## src/rtl/spi_xfer_sequencer.sv

```systemverilog
// spi_xfer_sequencer
// Sequences one SPI flash transaction for the shift/latch datapath. It accepts a
// request and pulses the datapath setup strobes. It then drives ss_n and sclk from
// a programmable half-period divider, and emits one-cycle latch strobes on the
// shift and sample edges. A done pulse marks completion or abort.
module spi_xfer_sequencer #(
  parameter int DIV_W = 8,
  parameter int CNT_W = 9
) (
  input  logic             clk,
  input  logic             rst,
  input  logic             req_valid,
  output logic             req_ready,
  input  logic [DIV_W-1:0] clk_div,
  input  logic             cpol,
  input  logic [CNT_W-1:0] num_cycles,
  input  logic             abort,
  output logic             sclk,
  output logic             ss_n,
  output logic             sclk_en,
  output logic             latchout_en,
  output logic             latchin_en,
  output logic             setup_rst,
  output logic             loadtxdata_en,
  output logic             busy,
  output logic             done
);

  typedef enum logic [2:0] {
    S_IDLE   = 3'd0,
    S_SETUP  = 3'd1,
    S_CSLEAD = 3'd2,
    S_RUN    = 3'd3,
    S_CSHOLD = 3'd4
  } state_t;

  state_t state;
  state_t state_nx;

  // Configuration captured when a request is accepted. div_r is never zero,
  // because a requested divide of 0 runs as a divide of 1.
  logic [DIV_W-1:0] div_r;
  logic             cpol_r;
  logic [CNT_W-1:0] ncyc_r;

  // The half-period divider, shared by the CSLEAD, RUN and CSHOLD timing.
  logic [DIV_W-1:0] div_cnt;
  logic [DIV_W-1:0] div_last;
  logic             tick;
  logic             timed_state;

  // SCLK phase: 0 = idle level (cpol_r), 1 = after the leading edge. sclk is
  // cpol_r ^ phase. The phase only leaves 0 in RUN, so sclk rests at cpol_r
  // everywhere else.
  logic             phase;
  logic [CNT_W-1:0] edge_cnt;
  logic             last_edge;

  // Registered strobes. Each one is raised one cycle after the edge it tracks.
  logic             first_run;
  logic             lin_q;
  logic             lout_q;
  logic             done_q;

  logic             accept;

  assign div_last    = div_r - DIV_W'(1);
  assign tick        = (div_cnt == div_last);
  assign timed_state = (state == S_CSLEAD) || (state == S_RUN) || (state == S_CSHOLD);
  assign last_edge   = (edge_cnt == ncyc_r);
  assign accept      = req_valid && req_ready;

  // State register.
  always_ff @(posedge clk or posedge rst) begin
    if (rst) begin
      state <= S_IDLE;
    end else begin
      // NOTE: all clocked state uses non-blocking assignments. Every register then
      // samples pre-edge values, whatever order the simulator runs the blocks in.
      state <= state_nx;
    end
  end

  // Next-state logic. An abort outside IDLE overrides every other transition.
  always_comb begin
    // NOTE: the default assignment comes first, so every path assigns state_nx.
    // Without it, a missing branch would infer a latch.
    state_nx = state;
    if ((state != S_IDLE) && abort) begin
      state_nx = S_IDLE;
    end else begin
      case (state)
        S_IDLE:   if (accept) state_nx = S_SETUP;
        S_SETUP:  state_nx = S_CSLEAD;
        S_CSLEAD: if (tick) state_nx = (ncyc_r == '0) ? S_CSHOLD : S_RUN;
        S_RUN:    if (tick && phase && last_edge) state_nx = S_CSHOLD;
        S_CSHOLD: if (tick) state_nx = S_IDLE;
        default:  state_nx = S_IDLE;
      endcase
    end
  end

  // Capture the transaction configuration at accept.
  always_ff @(posedge clk or posedge rst) begin
    if (rst) begin
      div_r  <= '0;
      cpol_r <= 1'b0;
      ncyc_r <= '0;
    end else if (accept) begin
      div_r  <= (clk_div == '0) ? DIV_W'(1) : clk_div;
      cpol_r <= cpol;
      ncyc_r <= num_cycles;
    end
  end

  // Half-period divider. It restarts at every state change, so each timed
  // state begins with a full div-cycle interval.
  always_ff @(posedge clk or posedge rst) begin
    if (rst) begin
      div_cnt <= '0;
    end else if (!timed_state || (state_nx != state) || tick) begin
      div_cnt <= '0;
    end else begin
      div_cnt <= div_cnt + DIV_W'(1);
    end
  end

  // SCLK phase and leading-edge count. Both clear as soon as RUN is left or
  // aborted, which returns sclk to its idle level on the following cycle.
  always_ff @(posedge clk or posedge rst) begin
    if (rst) begin
      phase    <= 1'b0;
      edge_cnt <= '0;
    end else if ((state == S_RUN) && !abort) begin
      if (tick) begin
        phase <= ~phase;
        if (!phase) begin
          edge_cnt <= edge_cnt + CNT_W'(1);
        end
      end
    end else begin
      phase    <= 1'b0;
      edge_cnt <= '0;
    end
  end

  // One-cycle strobes, raised in the cycle after the event that causes them.
  always_ff @(posedge clk or posedge rst) begin
    if (rst) begin
      first_run <= 1'b0;
      lin_q     <= 1'b0;
      lout_q    <= 1'b0;
      done_q    <= 1'b0;
    end else begin
      // Entering RUN presents the first tx bit.
      first_run <= (state == S_CSLEAD) && (state_nx == S_RUN);
      // A leading edge samples rx. That edge is never the last cycle of RUN.
      lin_q     <= (state == S_RUN) && !abort && tick && !phase;
      // Each trailing edge shifts the next tx bit, except the final one.
      lout_q    <= (state == S_RUN) && !abort && tick && phase && !last_edge;
      // Completion and abort both return to IDLE. done marks that first IDLE cycle.
      done_q    <= (state != S_IDLE) && (state_nx == S_IDLE);
    end
  end

  // Output decode from the state and registered timing.
  always_comb begin
    req_ready     = (state == S_IDLE) && !abort;
    busy          = (state != S_IDLE);
    setup_rst     = (state == S_SETUP);
    loadtxdata_en = (state == S_SETUP);
    ss_n          = !timed_state;
    sclk_en       = (state == S_RUN);
    sclk          = cpol_r ^ phase;
    latchin_en    = lin_q;
    latchout_en   = first_run || lout_q;
    done          = done_q;
  end

endmodule

```

## config.mk

```make
export PLATFORM = sky130hd
export DESIGN_NAME = spi_xfer_sequencer
export DESIGN_NICKNAME = d
export VERILOG_FILES = /design/src/rtl/spi_xfer_sequencer.sv
export SDC_FILE = /design/constraint.sdc
export NUM_CORES = 1
export LEC_CHECK = 0
export ABC_AREA = 1
export ABC_CLOCK_PERIOD_IN_PS = 2700
export CAP_MARGIN = 5
export CELL_PAD_IN_SITES_DETAIL_PLACEMENT = 1
export CELL_PAD_IN_SITES_GLOBAL_PLACEMENT = 2
export CORE_MARGIN = 2
export CORE_UTILIZATION = 30
export CTS_CLUSTER_SIZE = 12
export DETAILED_ROUTE_END_ITERATION = 8
export GPL_ROUTABILITY_DRIVEN = 0
export PLACE_DENSITY_LB_ADDON = 0.1
export RECOVER_POWER = 25
export SYNTH_ARGS = -nofsm -noshare
export SYNTH_HDL_FRONTEND = slang
export SYNTH_SLANG_ARGS = --single-unit
```

## constraint.sdc

```tcl
create_clock -name clk -period 2.7 [get_ports clk]
set_input_delay 0.81 -clock clk [delete_from_list [all_inputs] [get_ports clk]]
set_output_delay 0.81 -clock clk [all_outputs]
set_load 0.01 [all_outputs]
```

== Yosys cells after proc, flatten, opt, wreduce, memory -nomap -nowiden ==
Index checks and enable logic that the tools add are counted.
Storage, ports and cells
  bits in registers: 43
  latch bits: 0
  memory bits (writable): 0
  memory bits (read-only): 0
  bits of input ports: 22
  logic and storage cells: 67
  memories: 0
Operators by class
  $add $sub $neg: 3
  multipliers: 0
  divide/modulo/power cells: 0
  order comparisons: 0
  eq/ne operators: 10
  shift operators: 0
  multiplexer cells: 14
  bitwise operators: 2
  reductions and logical operators: 27
Operators with widths (number)
  9-bit two-way mux: 3
  3-bit two-way mux: 6
  8-bit two-way mux: 2
  3-bit case mux with 5 select lines: 1
  1-bit logical AND: 12
  9-bit by 1-bit adder with 9-bit output, second input constant: 1
  3-bit by 2-bit == test with 1-bit output, second input constant: 3
  9-bit == test: 1
  9-bit zero test: 1
  8-bit by 1-bit adder with 8-bit output, second input constant: 1
  8-bit == test: 1
  8-bit zero test: 1
  8-bit by 1-bit subtractor with 8-bit output, second input constant: 1
  3-bit zero test: 2
  1-bit logical OR: 5
  1-bit zero test: 4
  2-bit inequality test, second input constant: 2
  3-bit by 1-bit == test with 1-bit output, second input constant: 1
  3-bit == test, second input constant: 1
  3-bit inequality test: 1
  3-bit nonzero test: 1
  1-bit two-way mux: 2
  2-bit AND reduction: 1
  1-bit NOT: 1
  1-bit XOR: 1

== Longest topological paths before layout ==
Gate-level depths: netlist of run 1.
  depth in word-level cells: 11
  gate-level depth with buffers: 20
  gate-level depth less buffers: 20

== Worst setup path before layout of run 1 ==
No wires, ideal clock.
  kind: register -> register
  from: register div_r[0]
  to: register div_cnt[0]
  arrival: 1.981 ns
  setup slack: 0.650 ns
  cell stages (with the launch flop): 21
  path buffers: 0
  clock period less this slack: 2.050 ns
  cell sequence: dfrtp_1 > inv_2 > ha_1 > inv_1 > nand2_1 > nand2_1 > nand2_1 > nand2_1 > nor2_2 > nand3_2 > nor2_4 > nand2_4 > nand2_2 > nand2_1 > nand2_2 > nand2_2 > nand2_2 > nand2_2 > nor2_4 > nand2_4 > nor2_2
Between the ends
  longest elaborated chain between the ends: 11
  elaborated cells on any way between the ends: 13
Ends and longest elaborated chain
  from (decl): line 42  | logic [DIV_W-1:0] div_r;
  from (signal assigned): line 110  | div_r <= (clk_div == '0) ? DIV_W'(1) : clk_div;
  8-bit by 1-bit subtractor with 8-bit output (*): line 67  | assign div_last = div_r - DIV_W'(1);
  8-bit == test (*): line 68  | assign tick = (div_cnt == div_last);
  1-bit logical AND (2 in series): line 96  | S_RUN: if (tick && phase && last_edge) state_nx = S_CSHOLD;
  3-bit two-way mux: line 96
  3-bit case mux with 5 select lines: line 92  | case (state)
  3-bit two-way mux: line 89  | if ((state != S_IDLE) && abort) begin
  3-bit inequality test: line 121  | end else if (!timed_state || (state_nx != state) || tick) begin
  1-bit logical OR: line 121
  1-bit logical OR (*): line 121
  8-bit two-way mux (*): line 121
  to (signal assigned): line 124  | div_cnt <= div_cnt + DIV_W'(1);
  to (decl): line 47  | logic [DIV_W-1:0] div_cnt;
Mark *: on every way between the ends. The rest lies on a longest branch, timed or not.
A chain may end at the register's enable or synchronous reset.

== Worst setup path in the final report of run 1 ==
  from: register state[1]
  to: output loadtxdata_en
Between the ends
  longest elaborated chain between the ends: 1
Ends and longest elaborated chain
  from (decl): line 37  | state_t state;
  from (signal assigned): line 80  | state <= state_nx;
  3-bit by 1-bit == test with 1-bit output: line 171  | loadtxdata_en = (state == S_SETUP);
  to (decl): line 24  | output logic loadtxdata_en,
Every way passes these cells.

==> impl_metrics.toml, run 1 <==
[detailed_routing]
dr.pass1.iters = 4
drt_iter0_markers = 60
via_per_inst = 4.57
finalWirelength_mm = 6.09
ant_nets = 0
wl_per_cell_um = 13.2
num_vias = 2116
drc = 0

[critical_path]
crit_family = "buffers and inverters"
arrival_ns = 1.78
critical_path_buf_inv_count = 1
cp_max_fo = 5
crit_chain = "nor3_1 -> clkdlybuf4s50_1"
timing.critical_path.to_type = "primary output"
cp_slowest_cell = "clkdlybuf4s50_1"
required_ns = 1.89
critPathMaxStageDelay_ns = 0.62
critPathKind = "flop to primary output"
startpoint_type = "flop"

[sta]
fin_ws_ns = 0.110
fin_crit_sh = 0.959
rsz0062_at_grt = "false"
fin_skew_ns = 0.00990
drv_slew = 0
hold_viol = 0
tns_ns = 0
fmax_ghz = 0.386
setup_viol = 0
max_slew.worst_pin.slew_ns = 1.17
max-slew-margin-rel = 0.218
layout_min_cycle_time_ns = 2.59

[clock_tree]
clk_pin_slew_ns = 0.08
clk_latency_ns = 0.31
ctsHoldBuffers = 0
htreeDepth = 2
cts_tree = "built"
cts_made_buffers = 5
cts_setup_buffers = 0
clock-sinks = 43
cts_max_path_buffers = 2
root_buffer = "clkbuf_8"

[synth]
synth_area_sq_um = 2470
ys_async_sr_fraction = 1.00
synth_compound_area_frac = 0.0648
synth_edf_count = 0
synth_fa_ha_area_frac = 0.0152
yosys.area_share.simple = 0.342
netlist_instances = 317
synth_xor_area_frac = 0.0673
synth_flop_cell = "dfrtp_1"
synth_fp_nets = 342
syn_avg_cell_area_sq_um = 7.80
synth_top_family_by_area = "simple AND/OR/NAND/NOR gates"
yosysWarnings = 0
muxShareOfSynthArea = 0
ys_ff_latch = 43
synth-seq-area-share = 0.435
synthDistinctLibCells = 33

[layout]
fin_area_sq_um = 3050
diodes = 0
fill_cells = 1013
layout-drive-gt1-share = 0.134
multiInputGateArea_sq_um = 1210
nNetsFinal = 382
final_common_cell = "nand2_1"
seqCellArea_sq_um = 1080
mostFrequentLayoutCells = "nand2_1 (76), dfrtp_1 (43), inv_1 (37)"
fin_util = 0.377
syn2layout_area_growth_pct = 23.4

[run]
maxCapViolCount = 0

[placed_design]
io_buffer_count = 31
placed_cell_area_sq_um = 2970
dp_hpwl_mm = 4.84
dp_worst_setup_slack_ns = -0.0304

[floorplanning]
die_area_sq_um = 8980
die_h_um = 94.8
die_w_um = 94.8
core-area_sq_um = 8090
num_rows = 33
ios = 32
initial_core_util = 0.305

[global_routing]
antenna_found_initial = 0
grt_pass1_wl_mm = 10.9
grt_pass1_vias = 2244
overflow = 0
grt_max_degree = 30
grt_usage = 0.157

[worst_hold_path]
min-delay-path-class = "flop to flop"

[pwr]
ir_worst_vdd_mv = 0.273
p_total_mw = 2.64
p_per_area_nw_per_um2 = 865
leakagePower_nw = 1.39

[run_status]
status = "completed"
-- timing repair --
item / CTS / global route
setup endpoints to repair: 1 / 3
pin swaps: 0 / 0
cloned: 0 / 0
resized for setup: 1 / 1
-- cells by family (layout without fill, tap and decap cells) --
kind of cell,after synthesis,after routing
buf+inv,48,89
compound gates,28,28
flops,43,43
fa+ha+maj,3,3
simple gates,176,176
xor+xnor,19,19
-- sequential cells by signal (all words and copies together) (netlist names) --
signal and flops:
state 3, div_cnt 8, div_r 8, edge_cnt 9
cpol_r 1, done 1, latchin_en 1, ncyc_r 9
first_run 1, phase 1, lout_q 1
-- final timing paths --
kind / start / end / slack [ns] / cells after the start
setup reg to reg: div_r[0] / div_cnt[4] / 0.36 / 20
hold / removal: cpol_r / cpol_r / 0.51 / 2
hold reg to reg: cpol_r / cpol_r / 0.51 / 2
max in group asynchronous: rst / div_r[2] / 0.39 / 3
min in group asynchronous: rst / div_cnt[5] / 0.91 / 2
setup / recovery: state[1] / loadtxdata_en / 0.11 / 2
-- power by group --
| part | total, mW | internal [mW] | switching (mW) |
|---|---|---|---|
| Sequential | 0.973 | 0.806 | 0.168 |
| Combinational | 1.21 | 0.482 | 0.726 |
| Clock | 0.459 | 0.209 | 0.249 |
-- through the flow --
step	cells	hold WS [ns]
after floorplan	317	0.468
after global placement	455	0.487
after detailed placement	455	0.485
after CTS	463	0.507
after global routing	463	0.560
final	463	0.507
-- cells in the mapped netlist (all sizes together), types with 4 or more instances --
library cell,count,area (sq um)
nand2,86,358
dfrtp,43,1080
a21oi,4,23.8
o21ai,19,95.1
nor3,8,40.0
nor2,42,218
inv,42,158
nand3,26,135
xor2,16,140
nand4,4,25.0
nand3b,5,37.5
-- layout make-up --
class | instances | share of cell area
inverters | 43 | 0.0529
well taps | 105 | 0.0431
clock buffers | 6 | 0.0271
clock inverters | 2 | 0.00533
flip-flops and latches | 43 | 0.353
multi-input cells | 226 | 0.397
repair buffers | 38 | 0.121
-- per-layer routing --
layer  vias up  part of all wire  track usage
li1       1077                 -            -
met1      1009              0.49        0.210
met2        23              0.47        0.257
met3         7             0.023       0.0311
met4         0             0.013       0.0471
met5         -                 0            0
-- tightest hold or removal path, delay by kind of cell, from the launching register on --
family	cells	cell delay (ns)
AND/OR/NAND/NOR	2	0.11
flip-flops	1	0.37
Power figures use the tool's default switching activity.
==> inputs of run 2 (changes only) <==
CAP_MARGIN = not set   (was 5)
CORE_UTILIZATION = 32   (was 30)
==> run 2 against run 1 <==
Compared with the run above:
- clock power increased by 2%
- combinational power about the same
- cell count fell by 1.1%
- critical endpoint is now sclk_en
- largest cell class unchanged
==> impl_metrics.toml, run 2 (synthesis results as in run 1) <==
[global_routing]
grt_pass1_vias = 2198
antenna_found_initial = 0
grt_max_degree = 31
grt_usage = 0.160
grt_pass1_wl_mm = 10.6
overflow = 0

[sta]
fin_ws_ns = 0.173
fin_skew_ns = 0.00762
drv_slew = 0
setup_viol = 0
max_slew.worst_pin.slew_ns = 0.731
tns_ns = 0
hold_viol = 0
layout_min_cycle_time_ns = 2.53
max-slew-margin-rel = 0.513
fin_crit_sh = 0.936
rsz0062_at_grt = "false"
fmax_ghz = 0.396

[run]
maxCapViolCount = 0

[detailed_routing]
drc = 0
finalWirelength_mm = 5.99
via_per_inst = 4.62
ant_nets = 0
dr.pass1.iters = 4
num_vias = 2114
drt_iter0_markers = 91
wl_per_cell_um = 13.1

[clock_tree]
cts_tree = "built"
ctsHoldBuffers = 0
cts_max_path_buffers = 2
cts_setup_buffers = 0
clk_pin_slew_ns = 0.09
root_buffer = "clkbuf_8"
htreeDepth = 2
clk_latency_ns = 0.30
cts_made_buffers = 5
clock-sinks = 43

[placed_design]
io_buffer_count = 31
dp_worst_setup_slack_ns = -0.0329
placed_cell_area_sq_um = 2940
dp_hpwl_mm = 4.69

[layout]
mostFrequentLayoutCells = "nand2_1 (76), dfrtp_1 (43), inv_1 (37)"
nNetsFinal = 380
fin_util = 0.398
layout-drive-gt1-share = 0.132
diodes = 0
fill_cells = 920
fin_area_sq_um = 3030
largestRegisters = "edge_cnt (9), ncyc_r (9)"
final_common_cell = "nand2_1"
syn2layout_area_growth_pct = 22.5

[critical_path]
rr_worst_depth = 20
timing.critical_path.to_type = "primary output"
startpoint_type = "flop"
cp_max_fo = 5
r2r-start = "div_r[0]"
r2r-end = "div_cnt[0]"
endpoint = "sclk_en"
arrival_ns = 1.72
crit_path_start = "state[2]"
critPathMaxStageDelay_ns = 0.56
reg2reg_slack_ns = 0.34
required_ns = 1.89
cp_slowest_cell = "clkdlybuf4s50_1"
critPathKind = "flop to primary output"
crit_chain = "inv_1 -> nand2_1 -> nor2_1 -> clkdlybuf4s50_1"

[floorplanning]
core-area_sq_um = 7610
die_h_um = 91.9
num_rows = 32
die_w_um = 91.9
ios = 32
initial_core_util = 0.325
die_area_sq_um = 8440

[pwr]
leakagePower_nw = 1.39
ir_worst_vdd_mv = 0.242
p_per_area_nw_per_um2 = 868

[worst_hold_path]
min-delay-path-class = "flop to flop"

[run_status]
status = "completed"
-- run 2: how the worst min path moves through the flow --
stage | start | endpoint | cells after the start
2_1_floorplan | cpol_r | cpol_r | 2
3_3_place_gp | cpol_r | cpol_r | 2
3_5_place_dp | cpol_r | cpol_r | 2
4_1_cts | cpol_r | cpol_r | 2
5_1_grt | cpol_r | cpol_r | 2
6_report | cpol_r | cpol_r | 2
-- run 2: timing repair --
| item | 4_1_cts | 5_1_grt |
|---|---|---|
| gates resized for setup | 1 | 1 |
| setup endpoints to repair | 1 | 2 |
| hold endpoints to repair | 0 | 0 |
-- run 2: report_power, final --
group | switching [mW] | total, mW | leakage [nW] | internal (mW)
Clock | 0.235 | 0.468 | 0.0505 | 0.233
Combinational | 0.716 | 1.19 | 0.774 | 0.469
Sequential | 0.168 | 0.973 | 0.568 | 0.806
Total | 1.12 | 2.63 | 1.39 | 1.51
-- run 2: layer usage --
metal | vias up | wire length, um | track usage
met3 | 7 | 155 | 0.0296
li1 | 1074 | - | -
met2 | 25 | 2770 | 0.262
met1 | 1008 | 2980 | 0.214
met4 | 0 | 81 | 0.0485
met5 | - | 0 | 0
-- run 2: cell type report --
class | instances | area [sq um] | share of cell area
inverters | 43 | 161 | 0.0533
multi-input cells | 226 | 1210 | 0.401
clock buffers | 7 | 96.3 | 0.0318
clock inverters | 1 | 7.51 | 0.00248
flip-flops and latches | 43 | 1080 | 0.355
repair buffers | 36 | 344 | 0.114
well taps | 102 | 128 | 0.0421
-- run 2: per-stage QoR --
stage               cells  power [mW]  hold slack (ns)
global placement      450        2.17            0.482
detailed placement    450        2.20            0.493
global route          458        2.90            0.546
CTS                   458        2.68            0.517
finish                458        2.63            0.514
floorplan             317        1.81            0.468
-- run 2: worst max-delay path, delay by kind of cell (launching register included) --
family / cells / cell delay (ns)
buf+inv: 2 / 0.67
flops: 1 / 0.44
simple gates: 2 / 0.30
==> inputs of run 3 (changes only) <==
ABC_CLOCK_PERIOD_IN_PS = not set   (was 2700)
==> results of run 3 <==
Final layout, timing and power as in run 2 (identical DEF).
==> RTL edit (settings of run 3) <==
Encoding of `state_t`: now one-hot (5 bits for 5 states).
--- a/src/rtl/spi_xfer_sequencer.sv
+++ b/src/rtl/spi_xfer_sequencer.sv
@@ -26,12 +26,12 @@
   output logic             done
 );
 
-  typedef enum logic [2:0] {
-    S_IDLE   = 3'd0,
-    S_SETUP  = 3'd1,
-    S_CSLEAD = 3'd2,
-    S_RUN    = 3'd3,
-    S_CSHOLD = 3'd4
+  typedef enum logic [4:0] {
+    S_IDLE   = 5'b00001,
+    S_SETUP  = 5'b00010,
+    S_CSLEAD = 5'b00100,
+    S_RUN    = 5'b01000,
+    S_CSHOLD = 5'b10000
   } state_t;
 
   state_t state;
Check against the original RTL: same outputs for any inputs over 10 cycles, from zero or initial values and one cycle with rst high; not proved beyond that.
==> RTL edit against run 3 <==
Routed wire length is 11% higher; die area is 3.5% higher; area after synthesis is 3.6% higher; worst hold slack worse by 0.0083 ns; cell area is 3.7% higher; sequential cell count is 2 higher; worst setup slack worse by 0.020 ns; total power is 11% lower; global-route usage is 1.1 points higher; largest power group is now registers; highest routed layer unchanged.
==> RTL edit: results (changes against run 3) <==
M1 GR Usage: 21.5% (+0.036 points)
Wl on met1: 3.11 mm (+4.4%)
FF-to-FF End: edge_cnt[8]
Leak: 0.00150 uW (+7.5%)
Skew-Pair Late Insertion Delay: 0.30 ns (about the same)
R2R Setup Slk: 0.36 ns (+0.02 ns)
Met2 usage: 30.0% (+3.8 points)
Routed length on met2: 3.30 mm (+19%)
Post-Route WL: 6.63 mm (+11%)
Detailed Route Iter0 Violations: 98 (+7.7%)
HPWL after detailed placement: 5.30 mm (+13%)
Crit-path max cell delay: 0.54 ns (-0.02 ns)
GRT Overall Usage: 17.1% (+1.1 points)
Dpl cell area: 3030 sq um (+3.1%)
Largest net degree at the start of global routing: 22 (-29%)
Vias in the first global route: 2,328 (+5.9%)
Status: completed
First-pass GRT wire length: 11.5 mm (+7.9%)
Post-synth cell types: 34 (+3.0%)
Setup crit start: state[0]
Max_slew headroom: 50.8% (-0.48 points)
Hold_ws: 0.505 ns (-0.00833 ns)
Crit path DAT: 1.74 ns (+0.02 ns)
Share of cells above drive strength 1: 9.23% (-4.0 points)
Final #Nets: 403 (+6.1%)
Sequential share of the synthesized area: 44.0% (+0.47 points)
Worst setup endpoint: setup_rst
CP max-delay cell: dfstp_2
Post-Syn Nets: 360 (+5.3%)
Register-to-Register Path Depth: 17 (-15%)
Post-Syn Area per Cell: 7.65 sq um (-1.9%)
Met3 GRT Util: 2.82% (-0.14 points)
Top post-synthesis cells by count: 109 x nand2_1, 44 x dfrtp_1, 43 x inv_1, 34 x nor2_1, 18 x o21ai_0
Post-placement cell count: 470 (+4.4%)
VDD IR max: 0.000252 V (+4.1%)
Top cells by area, synth: dfrtp_1 43%, nand2_1 16%, inv_1 6.3%, nor2_1 5.0%, xor2_1 4.8%
Clock Skews: 0.0115 ns (+0.00388 ns)
Worst-path clk slew: 0.08 ns
Critical Path Fanout Max: 4 (-1)
DR WL met3: 126 um (-19%)
Final worst setup slack: 0.153 ns (-0.0204 ns)
Routed vias: 2,216 (+4.8%)
Dpl ws: -0.00177 ns (+0.0311 ns)
==> RTL edit: final cells by class <==
type / instances / area [sq um]
clock buffers: 8 / 90.1
repair buffers: 40 / 374
fillers: 966 / 4590
well taps: 102 / 128
flip-flops and latches: 45 / 1130
multi-input cells: 241 / 1250
inverters: 45 / 171
==> RTL edit: kinds of logic after synthesis <==
logic type	Yosys count	synth area share, %
adders and majority gates	3	1.47
buffers and inverters	49	7.43
xor gates and xnor gates	20	6.84
DFF	45	44.0
and+or+nand+nor	188	33.7
AOI/OAI and AO/OA	30	6.55
==> RTL edit: where the power goes <==
group / switching [uW] / internal (uW) / leakage [uW] / total [uW]
registers: 148 / 828 / 0.000594 / 976
logic: 558 / 374 / 0.000858 / 932
clock network: 234 / 209 / 0.0000455 / 443
total: 940 / 1410 / 0.00150 / 2350
==> RTL edit: timing repair <==
item / CTS / global route
buffers inserted: 1 / 2
pin swaps: 0 / 1
gates resized for setup: 2 / 3
hold endpoints to repair: 0 / 0
endpoints found under the setup margin: 3 / 3
